<file path="src/rtl/hazard_pkg.sv">
// Shared encodings for the pipeline hazard controller: FSM state codes and
// write-back select values.
package hazard_pkg;

  localparam logic [1:0] ST_IDLE   = 2'd0;
  localparam logic [1:0] ST_LSTALL = 2'd1;
  localparam logic [1:0] ST_MC     = 2'd2;

  localparam logic [2:0] WDSEL_ALU = 3'b000;
  localparam logic [2:0] WDSEL_MEM = 3'b001;
  localparam logic [2:0] WDSEL_PC4 = 3'b010;
  localparam logic [2:0] WDSEL_CSR = 3'b011;

endpackage

</file>
<file path="src/rtl/hazard_sat_counter.sv">
// Saturating event counter: counts cycles with inc=1 and sticks at all-ones.
module hazard_sat_counter #(
  parameter int CNT_W = 32
) (
  input  logic             clk,
  input  logic             rst,
  input  logic             inc,
  output logic [CNT_W-1:0] count
);

  always_ff @(posedge clk) begin
    if (rst)
      count <= '0;
    else if (inc && (count != {CNT_W{1'b1}}))
      count <= count + 1'b1;
  end

endmodule

</file>
<file path="src/rtl/hazard_ctrl.sv">
// Pipeline hazard controller: load-use bubbles, multi-cycle EX holds and
// redirect flushes, plus a saturating stall-cycle counter.
module hazard_ctrl #(
  parameter int                 REG_AW     = 5,
  parameter int                 WDSEL_W    = 3,
  parameter logic [WDSEL_W-1:0] WDSEL_MEM  = WDSEL_W'(hazard_pkg::WDSEL_MEM),
  parameter int                 LOAD_STALL = 1,
  parameter int                 CNT_W      = 32
) (
  input  logic               clk,
  input  logic               rst,
  input  logic [REG_AW-1:0]  IF_ID_rs1,
  input  logic [REG_AW-1:0]  IF_ID_rs2,
  input  logic [REG_AW-1:0]  ID_EX_rd,
  input  logic [WDSEL_W-1:0] ID_EX_WDSel,
  input  logic               ex_mc_start,
  input  logic               ex_mc_done,
  input  logic               redirect,
  output logic               is_stall,
  output logic               IF_ID_write_enable,
  output logic               ID_EX_flush,
  output logic               IF_ID_flush,
  output logic               ID_EX_hold,
  output logic               mc_kill,
  output logic [CNT_W-1:0]   stall_cnt
);

  import hazard_pkg::*;

  // The detect cycle is the first bubble; LSTALL supplies the remaining ones.
  localparam logic [1:0] LCNT_INIT = (LOAD_STALL > 1) ? 2'(LOAD_STALL - 2) : 2'd0;

  logic [1:0] state, state_nxt, st;
  logic [1:0] lcnt, lcnt_nxt;
  logic       lu;

  assign lu = (ID_EX_rd != '0) &&
              ((IF_ID_rs1 == ID_EX_rd) || (IF_ID_rs2 == ID_EX_rd)) &&
              (ID_EX_WDSel == WDSEL_MEM);

  always_ff @(posedge clk) begin
    if (rst) begin
      state <= ST_IDLE;
      lcnt  <= '0;
    end else begin
      state <= state_nxt;
      lcnt  <= lcnt_nxt;
    end
  end

  always_comb begin
    // Under reset the decode sees IDLE so no stale stall leaks out.
    st                 = rst ? ST_IDLE : state;
    state_nxt          = ST_IDLE;
    lcnt_nxt           = '0;
    is_stall           = 1'b0;
    IF_ID_write_enable = 1'b1;
    ID_EX_flush        = 1'b0;
    IF_ID_flush        = 1'b0;
    ID_EX_hold         = 1'b0;
    mc_kill            = 1'b0;
    if (redirect) begin
      IF_ID_flush = 1'b1;
      ID_EX_flush = 1'b1;
      mc_kill     = !rst && ((st == ST_MC) || ex_mc_start);
    end else if ((st == ST_MC) || ex_mc_start) begin
      if (!ex_mc_done) begin
        is_stall           = 1'b1;
        IF_ID_write_enable = 1'b0;
        ID_EX_hold         = 1'b1;
        state_nxt          = ST_MC;
      end
    end else if (st == ST_LSTALL) begin
      is_stall           = 1'b1;
      IF_ID_write_enable = 1'b0;
      ID_EX_flush        = 1'b1;
      if (lcnt != 2'd0) begin
        state_nxt = ST_LSTALL;
        lcnt_nxt  = lcnt - 2'd1;
      end
    end else if (lu) begin
      is_stall           = 1'b1;
      IF_ID_write_enable = 1'b0;
      ID_EX_flush        = 1'b1;
      if (LOAD_STALL > 1) begin
        state_nxt = ST_LSTALL;
        lcnt_nxt  = LCNT_INIT;
      end
    end
  end

  hazard_sat_counter #(.CNT_W(CNT_W)) u_stall_cnt (
    .clk   (clk),
    .rst   (rst),
    .inc   (is_stall),
    .count (stall_cnt)
  );

endmodule

</file>
<file path="config.mk">
export PLATFORM = sky130hd
export DESIGN_NAME = hazard_ctrl
export DESIGN_NICKNAME = d
export VERILOG_FILES = /design/src/rtl/hazard_pkg.sv /design/src/rtl/hazard_sat_counter.sv /design/src/rtl/hazard_ctrl.sv
export SDC_FILE = /design/constraint.sdc
export NUM_CORES = 1
export LEC_CHECK = 0
export ABC_AREA = 1
export BUFFER_PORTS_ARGS = -buffer_cell sky130_fd_sc_hd__buf_2
export CAP_MARGIN = 20
export CORE_MARGIN = 2
export CORE_UTILIZATION = 55
export CTS_CLUSTER_DIAMETER = 80
export CTS_CLUSTER_SIZE = 12
export DETAILED_ROUTE_END_ITERATION = 10
export PLACE_DENSITY = 0.77
export SLEW_MARGIN = 5
export SYNTH_ARGS = -nofsm -noshare
export SYNTH_HDL_FRONTEND = slang
export SYNTH_SLANG_ARGS = --single-unit
</file>
<file path="constraint.sdc">
create_clock -name clk -period 3.2 [get_ports clk]
set_input_delay 0.32 -clock clk [delete_from_list [all_inputs] [get_ports clk]]
set_output_delay 0.32 -clock clk [all_outputs]
set_load 0.01 [all_outputs]
</file>
==> results.yml, run 1 <==
routing:
  avgViaCountPerCell: 5.03
  wl_per_cell_um: 11.4
  ant_nets: 0
  dr_total_vias: 2820
  drt-initial-drc-count: 173
  drt_first_pass_iters: 4
  drc: 0
  wl_um: 6410
worst_setup_path:
  path_common_cell: "buf_2"
  critical_path_buf_inv_count: 4
  crit_fanout: 28
  critPathKind: "primary input to primary output"
  cp_slowest_cell: "nand3_4"
  crit_family: "buffers and inverters"
  path_cells: "buf_2 -> inv_2 -> buf_4 -> a31oi_4 -> nand3_4 -> nand3_1 -> buf_2"
  cp.arrival_ps: 1840
  cp-end-kind: "primary output"
  slowest_delay_ps: 320
  cp-start-kind: "primary input"
  required_ps: 2880
clock_network:
  insertion_delay_ps: 280
  cts_tree: "done"
  htree_levels: 2
  cts_buffers: 5
  clk_pin_slew_ps: 60
  clk_path_buf_depth: 2
  postCtsSetupRepairBufs: 0
  cts_root_buf: "clkbuf_8"
  cts_sinks: 36
  holdBufCountCts: 0
  cts-resized-gates: 0
global_routing:
  antenna_found_initial: 0
  grt_busiest_layer: "met2"
  grt.total_usage_pct: 26.1
  grt.met3_usage_pct: 4.42
  grtUsageMet1_pct: 32.3
  grt_pass1_wl_um: 11100
  grt_overflow: 0
  grt_max_degree: 30
  first_global_vias: 2623
  grt_use_met2_pct: 43.7
sta:
  min_period_ps: 2160
  fin_crit_sh_pct: 67.5
  tns_ps: 0
  rsz0062_at_grt: "false"
  maxSlewHeadroom_pct: 69.1
  skew_ps: 7.19
  fmax_mhz: 463
  worst-slew-pin-transition_ps: 462
  setup_viol: 0
  hold_viol_final: 0
  maxSlewViolCount: 0
place:
  hpwl_um: 4910
  postPlaceCellArea_mm2: 0.00286
  gp_congestion: 0.919
  portBuffers: 60
finish:
  final_layout_size_suffix_gt1_share_pct: 15.1
  multi_input_area_mm2: 0.00145
  fin_area_mm2: 0.00293
  layout_commonest_cell: "nand2_1"
  ff_latch_area_um2: 721
  nNetsFinal: 536
  syn_to_final_growth_pct: 12.7
  fillers: 460
  layout_common_cells: "nand2_1 (131), nor2_1 (103), inv_1 (80)"
  final_util_pct: 65.8
  insertedDiodeCount: 0
synthesis:
  synth_seq_cells: 36
  synthesis.area_mm2: 0.00259
  yosys_warnings: 0
  synth_cell_types: 27
  syn-num-nets: 481
  synth.avg_cell_area_um2: 5.69
  ys_seq_area_share_pct: 27.8
  synthesis.instances: 456
power_and_ir_drop:
  p_per_area_mw_per_mm2: 287
  vdd_drop_max_v: 0.000228
  total_leakage_power_uw: 0.00156
die:
  core.rowCount: 24
  dieArea_mm2: 0.00528
  die_w_um: 72.7
  ios: 61
  core_mm2: 0.00444
  dieHeight_um: 72.7
  initial_utilization_pct: 58.4
outcome:
  status: "finished, final reports clean"
hold_path:
  hp-class: "primary input to flop"
flow_run:
  maxCapViolCount: 0
logic make-up (layout without fill, tap and decap cells):
family                   Yosys count  after routing  synth area share [%]
buffers and inverters             96            149                  16.4
AND/OR/NAND/NOR                  313            313                  52.2
adder cells (fa/ha/maj)            2              2                 0.964
XOR/XNOR                           2              2                 0.675
flip-flops                        36             36                  27.8
AO/OA/AOI/OAI                      7              7                  1.98
power by group:
group          internal [uW]  switching (uW)
clock network            140             154
registers                450            2.21
logic                   31.5            61.7
registers in the layout, indices dropped and copies added (netlist names):
signal,flops
lcnt,2
state,2
u_stall_cnt.count,32
final cells by class:
class / count / share of cell area, %
well taps: 52 / 2.22
inverters: 82 / 10.5
clock buffers: 5 / 2.35
repair buffers: 62 / 10.8
multi-input cells: 324 / 49.5
flip-flops and latches: 36 / 24.6
per-layer routing:
layer	share of wire (%)	wire [um]
met2	46	2970
met5	0	0
met3	4.6	297
met1	47	3010
met4	2.1	132
path summary, 6_finish.rpt:
| path | startpoint | to | slack (ps) | cells after the start |
|---|---|---|---|---|
| setup / recovery | rst | IF_ID_write_enable | 1040 | 7 |
| hold / removal | redirect | state[0] | 270 | 2 |
| hold reg to reg | lcnt[0] | lcnt[0] | 410 | 1 |
| setup reg to reg | u_stall_cnt.count[0] | u_stall_cnt.count[0] | 1110 | 10 |
synthesized netlist by cell type:
master	instances	area (um2)
o21ai_0	1	5.00
a31oi_4	1	21.3
a21oi_1	5	25.0
nor2_2	2	12.5
nand4_1	30	188
and3b_1	1	8.76
nor3_1	10	50.1
nor3b_1	1	7.51
buf_8	1	15.0
nand3_1	29	145
nand2_1	131	492
nor2_1	103	387
clkbuf_4	1	7.51
dfxtp_1	36	721
buf_4	2	15.0
buf_6	5	56.3
buf_2	5	25.0
nand3_4	1	17.5
nor4_1	1	6.26
nor3_2	1	10.0
inv_1	80	300
nand4_2	1	12.5
xnor2_1	2	17.5
inv_2	2	7.51
nand2_4	1	11.3
nand2_2	1	6.26
ha_1	2	25.0
through the flow:
stage	hold WS (ps)	worst slack [ps]	total power (uW)	std cells
after floorplan	391	1510	530	456
after global placement	400	1090	551	556
after detailed placement	406	1050	555	556
after CTS	271	1050	847	561
after global routing	285	811	873	561
final	271	1040	840	561
Power figures use the tool's default switching activity.
==> run 2, diff against run 1 <==
Settings changed: CORE_UTILIZATION 55 to 49, PLACE_DENSITY 0.77 to 0.73.
Clock period 3.2 ns to 1.9 ns, I/O delays scaled along.
==> run 2 against run 1 <==
Compared with the run above:
- power is 73% higher
- die area is 12% higher
- clock power is 76% higher
- critical path depth is 1 lower
- non-clock buffer count is 15 higher
==> results.yml, run 2 (same netlist as run 1, synthesis figures left out) <==
outcome:
  status: "finished, final reports clean"
clock_network:
  htree_levels: 2
  cts_sinks: 36
  cts_buffers: 5
  clk_pin_slew_ps: 70
  clk_path_buf_depth: 2
  cts_tree: "done"
  holdBufCountCts: 0
  cts_root_buf: "clkbuf_8"
  insertion_delay_ps: 290
sta:
  maxSlewHeadroom_pct: 78.9
  hold_viol_final: 0
  min_period_ps: 1780
  skew_ps: 6.67
  fmax_mhz: 560
  setup_viol: 0
  maxSlewViolCount: 0
  timing.hold.ws_ps: 132
  fin_crit_sh_pct: 93.9
  worst-slew-pin-transition_ps: 314
die:
  initial_utilization_pct: 50.8
  dieHeight_um: 76.8
  core_mm2: 0.00511
  dieArea_mm2: 0.00589
  core.rowCount: 26
  ios: 61
  die_w_um: 76.8
routing:
  ant_nets: 0
  avgViaCountPerCell: 4.90
  wl_per_cell_um: 11.2
  dr_total_vias: 2923
  drc: 0
  drt_first_pass_iters: 4
  drt-initial-drc-count: 150
  wl_um: 6680
finish:
  largest_reg_flops: 32
  reg_top3: "u_stall_cnt.count (32), lcnt (2), state (2)"
  final_util_pct: 61.3
  layout_common_cells: "nand2_1 (129), nor2_1 (97), inv_1 (80)"
  top_register: "u_stall_cnt.count"
  insertedDiodeCount: 0
  final_layout_size_suffix_gt1_share_pct: 20.2
  ff_latch_area_um2: 723
  multi_input_area_mm2: 0.00151
  layout_commonest_cell: "nand2_1"
  nNetsFinal: 551
  syn_to_final_growth_pct: 20.6
  layout.cells.non_filler: 596
  fillers: 513
global_routing:
  grt_overflow: 0
  antenna_found_initial: 0
  first_global_vias: 2643
  grt.total_usage_pct: 23.3
  grt_pass1_wl_um: 11300
  grt_max_degree: 28
power_and_ir_drop:
  total_leakage_power_uw: 0.00164
  internal_power_uw: 1070
  vdd_drop_max_v: 0.000420
  pwr-share-clk_pct: 35.5
  switching_share_pct: 26.3
  switchingPower_uw: 383
  p_per_area_mw_per_mm2: 465
  power.share.sequential_pct: 52.3
  p_total_uw: 1460
  pwr-share-comb_pct: 12.2
worst_setup_path:
  r2r_slack_ps: 130
  critPathKind: "flop to primary output"
  cp-endpoint: "IF_ID_write_enable"
  crit_start: "state[0]"
  r2r.worst_path.cells: 10
  required_ps: 1710
  crit_fanout: 13
  path_cells: "nand2_1 -> a31oi_4 -> inv_2 -> nand2_4 -> nand3_2 -> buf_2"
  cp.arrival_ps: 1590
  cp-end-kind: "primary output"
  timing.rr.start: "u_stall_cnt.count[0]"
  cp_slowest_cell: "dfxtp_1"
  cp-start-kind: "flop"
  rr_endpoint: "u_stall_cnt.count[28]"
  slowest_delay_ps: 310
place:
  hpwl_um: 5030
  placed_cells: 587
  gp_congestion: 0.902
  portBuffers: 60
flow_run:
  maxCapViolCount: 0
hold_path:
  hp-class: "primary input to flop"
## run 2: how the worst min path moves through the flow
stage               startpoint       end  slack (ps)  cells past startpoint
detailed placement     lcnt[0]   lcnt[0]         420                      1
finish                redirect  state[0]         130                      2
floorplan             redirect  state[0]         280                      1
CTS                   redirect  state[0]         130                      2
global placement       lcnt[0]   lcnt[0]         400                      1
global route          redirect  state[0]         130                      2
## run 2: area by class of cell
type	count	share of cell area (%)
clock buffers	6	2.32
clock inverters	1	0.160
inverters	82	9.84
multi-input cells	324	48.1
flip-flops and latches	36	23.1
well taps	70	2.80
repair buffers	77	13.7
## run 2: layer usage
layer  GRT usage [%]  vias to the layer above  part of all wire [%]
met4            6.73                        0                   1.2
met3            3.88                        8                   4.1
li1                -                     1543                     -
met1            29.5                     1312                    47
met5               0                        -                     0
met2            40.6                       60                    47
## run 2: repair_timing
item,CTS,global route
setup buffers,0,2
resized for setup,0,18
endpoints found under the setup margin,0,23
## run 2: metrics by stage
step	instance area, um2	setup WS, ps	TNS (ps)
after floorplan	2590	209	0
after global placement	2980	149	0
after detailed placement	2980	51.1	0
after CTS	3050	33.6	0
after global routing	3130	-24.1	-59.3
final	3130	116	0
## run 2: power by group through the flow
stage	combinational, uW	clock (uW)	sequential, uW
2_1_floorplan	112	0	780
3_3_place_gp	170	0	777
3_5_place_dp	174	0	778
4_1_cts	175	537	760
5_1_grt	197	568	761
6_report	178	517	761
## run 2: worst max-delay path, delay by kind of cell (launching register included)
family | cells | cell delay, ps
compound gates | 1 | 290
buf+inv | 2 | 280
flops | 1 | 310
simple gates | 3 | 420
==> run 3, diff against run 2 <==
Clock period 1.9 ns to 1.44 ns, I/O delays scaled along.
==> run 3 against run 2 <==
Compared with the run above:
- the run now ends with setup timing left
- worst hold slack lost 37 ps
- clock-buffer cell count grew 1
- first-iteration DRC count increased by 4.0%
- combinational power increased by 71%
- die area unchanged
- routed wire length grew 28%
- global-route usage is 4.9 points higher
- flip-flop and latch count did not move
- critical path depth grew 5
- clock skew rose by 1.7 ps
- power increased by 58%
- core utilization is 18 points higher
- critical path type is now flop to flop
- largest cell class unchanged
- largest power group unchanged
==> results.yml, run 3 (same netlist as run 1, synthesis figures left out) <==
outcome:
  status: "finished with violations"
  violations: "setup timing"
finish:
  layout_commonest_cell: "nand2_1"
  layout.cells.non_filler: 662
  largest_reg_flops: 32
  layout_common_cells: "nand2_1 (114), nor2_1 (81), buf_4 (71)"
  reg_top3: "u_stall_cnt.count (32), lcnt (2), state (2)"
  top_register: "u_stall_cnt.count"
  nNetsFinal: 616
  final_layout_size_suffix_gt1_share_pct: 39.4
  syn_to_final_growth_pct: 56.1
  insertedDiodeCount: 0
  final_util_pct: 79.3
routing:
  drt_first_pass_iters: 4
  ant_nets: 0
  wl_um: 8560
  avgViaCountPerCell: 5.09
  dr_total_vias: 3369
  wl_per_cell_um: 12.9
  drc: 0
  drt-initial-drc-count: 156
die:
  core.rowCount: 26
  dieHeight_um: 76.8
  initial_utilization_pct: 50.8
  core_mm2: 0.00511
  ios: 61
  dieArea_mm2: 0.00589
  die_w_um: 76.8
clock_network:
  holdBufCountCts: 0
  insertion_delay_ps: 290
  cts_root_buf: "clkbuf_8"
  clk_pin_slew_ps: 70
  cts_tree: "done"
  cts_buffers: 5
  cts_sinks: 36
  htree_levels: 2
  clk_path_buf_depth: 2
power_and_ir_drop:
  vdd_drop_max_v: 0.000630
  p_total_uw: 2300
  total_leakage_power_uw: 0.00205
  p_per_area_mw_per_mm2: 568
sta:
  fin_crit_sh_pct: 129
  maxSlewHeadroom_pct: 79.9
  skew_ps: 8.38
  fmax_mhz: 537
  tns_ps: -9230
  finalWorstSetupSlack_ps: -421
  min_period_ps: 1860
  maxSlewViolCount: 0
  hold_viol_final: 0
  setup_viol: 36
  worst-slew-pin-transition_ps: 299
  rsz0062_at_grt: "true"
place:
  hpwl_um: 5520
  gp_congestion: 0.927
  place_ws_ps: -291
  placed_cells: 640
  portBuffers: 60
global_routing:
  antenna_found_initial: 0
  grt_max_degree: 28
  grt.total_usage_pct: 28.2
  grt_overflow: 0
  first_global_vias: 3217
  grt_pass1_wl_um: 13700
worst_setup_path:
  critPathKind: "flop to flop"
  cp-start-kind: "flop"
  required_ps: 1620
  cp.arrival_ps: 2040
  cp-end-kind: "flop"
  crit_fanout: 4
  r2r_slack_ps: -420
flow_run:
  maxCapViolCount: 0
hold_path:
  hp-class: "primary input to flop"
-- run 3: changes by cell type in the layout (fill, tap and decap cells not counted), sizes merged --
cell    before  now
buf         77  142
clkinv       1    0
bufinv       0    1
clkbuf       6    7
-- run 3: path summary, 6_finish.rpt --
path,end,depth (start not counted),startpoint
setup / recovery,u_stall_cnt.count[30],11,u_stall_cnt.count[7]
hold / removal,state[0],2,redirect
setup reg to reg,u_stall_cnt.count[30],11,u_stall_cnt.count[7]
hold reg to reg,lcnt[0],1,lcnt[0]
-- run 3: final cells by class --
cell class                      count  area, um2
Tap cell                           70       87.6
Sequential cell                    36        737
Timing Repair Buffer              142       1020
Multi-Input combinational cell    324       1770
Clock buffer                        7       96.3
Fill cell                         367       1060
Inverter                           82        310
Clock inverter                      1       30.0
-- run 3: metal layers --
| layer | GRT usage (%) | routed length, um | vias up | part of all wire [%] |
|---|---|---|---|---|
| li1 | - | - | 1675 | - |
| met1 | 31.5 | 3400 | 1539 | 40 |
| met2 | 52.0 | 4360 | 121 | 51 |
| met3 | 4.71 | 486 | 34 | 5.7 |
| met4 | 12.7 | 304 | 0 | 3.6 |
| met5 | 0 | 0 | - | 0 |
-- run 3: report_power, final --
group / total, uW / leakage (uW) / switching (uW) / internal, uW
clock network: 990 / 0.0000645 / 378 / 611
registers: 1000 / 0.000295 / 5.89 / 999
logic: 304 / 0.00169 / 170 / 134
total: 2300 / 0.00205 / 554 / 1740
-- run 3: critical path, cell delays in order, from the launching register on --
cell and delay, ps:
dfxtp_1 400, nand2_1 140, nor2_2 220, nand2_2 110, nor2_4 130, nand3_2 130, nor2_4 170, nor2_2 60
nand2_1 70, nor2_2 50, a21oi_1 190, nor2_1 80
-- run 3: timing repair --
action,4_1_cts,5_1_grt
resized for setup,62,37
pin swaps,28,26
endpoints found under the setup margin,36,39
cloned,1,0
buffers inserted,8,5
-- run 3: stage by stage --
stage	hold WS, ps	instance area [um2]
after global placement	384	3450
after global routing	90.8	4050
after CTS	88.6	3860
after floorplan	233	2640
final	95.2	4050
after detailed placement	384	3450
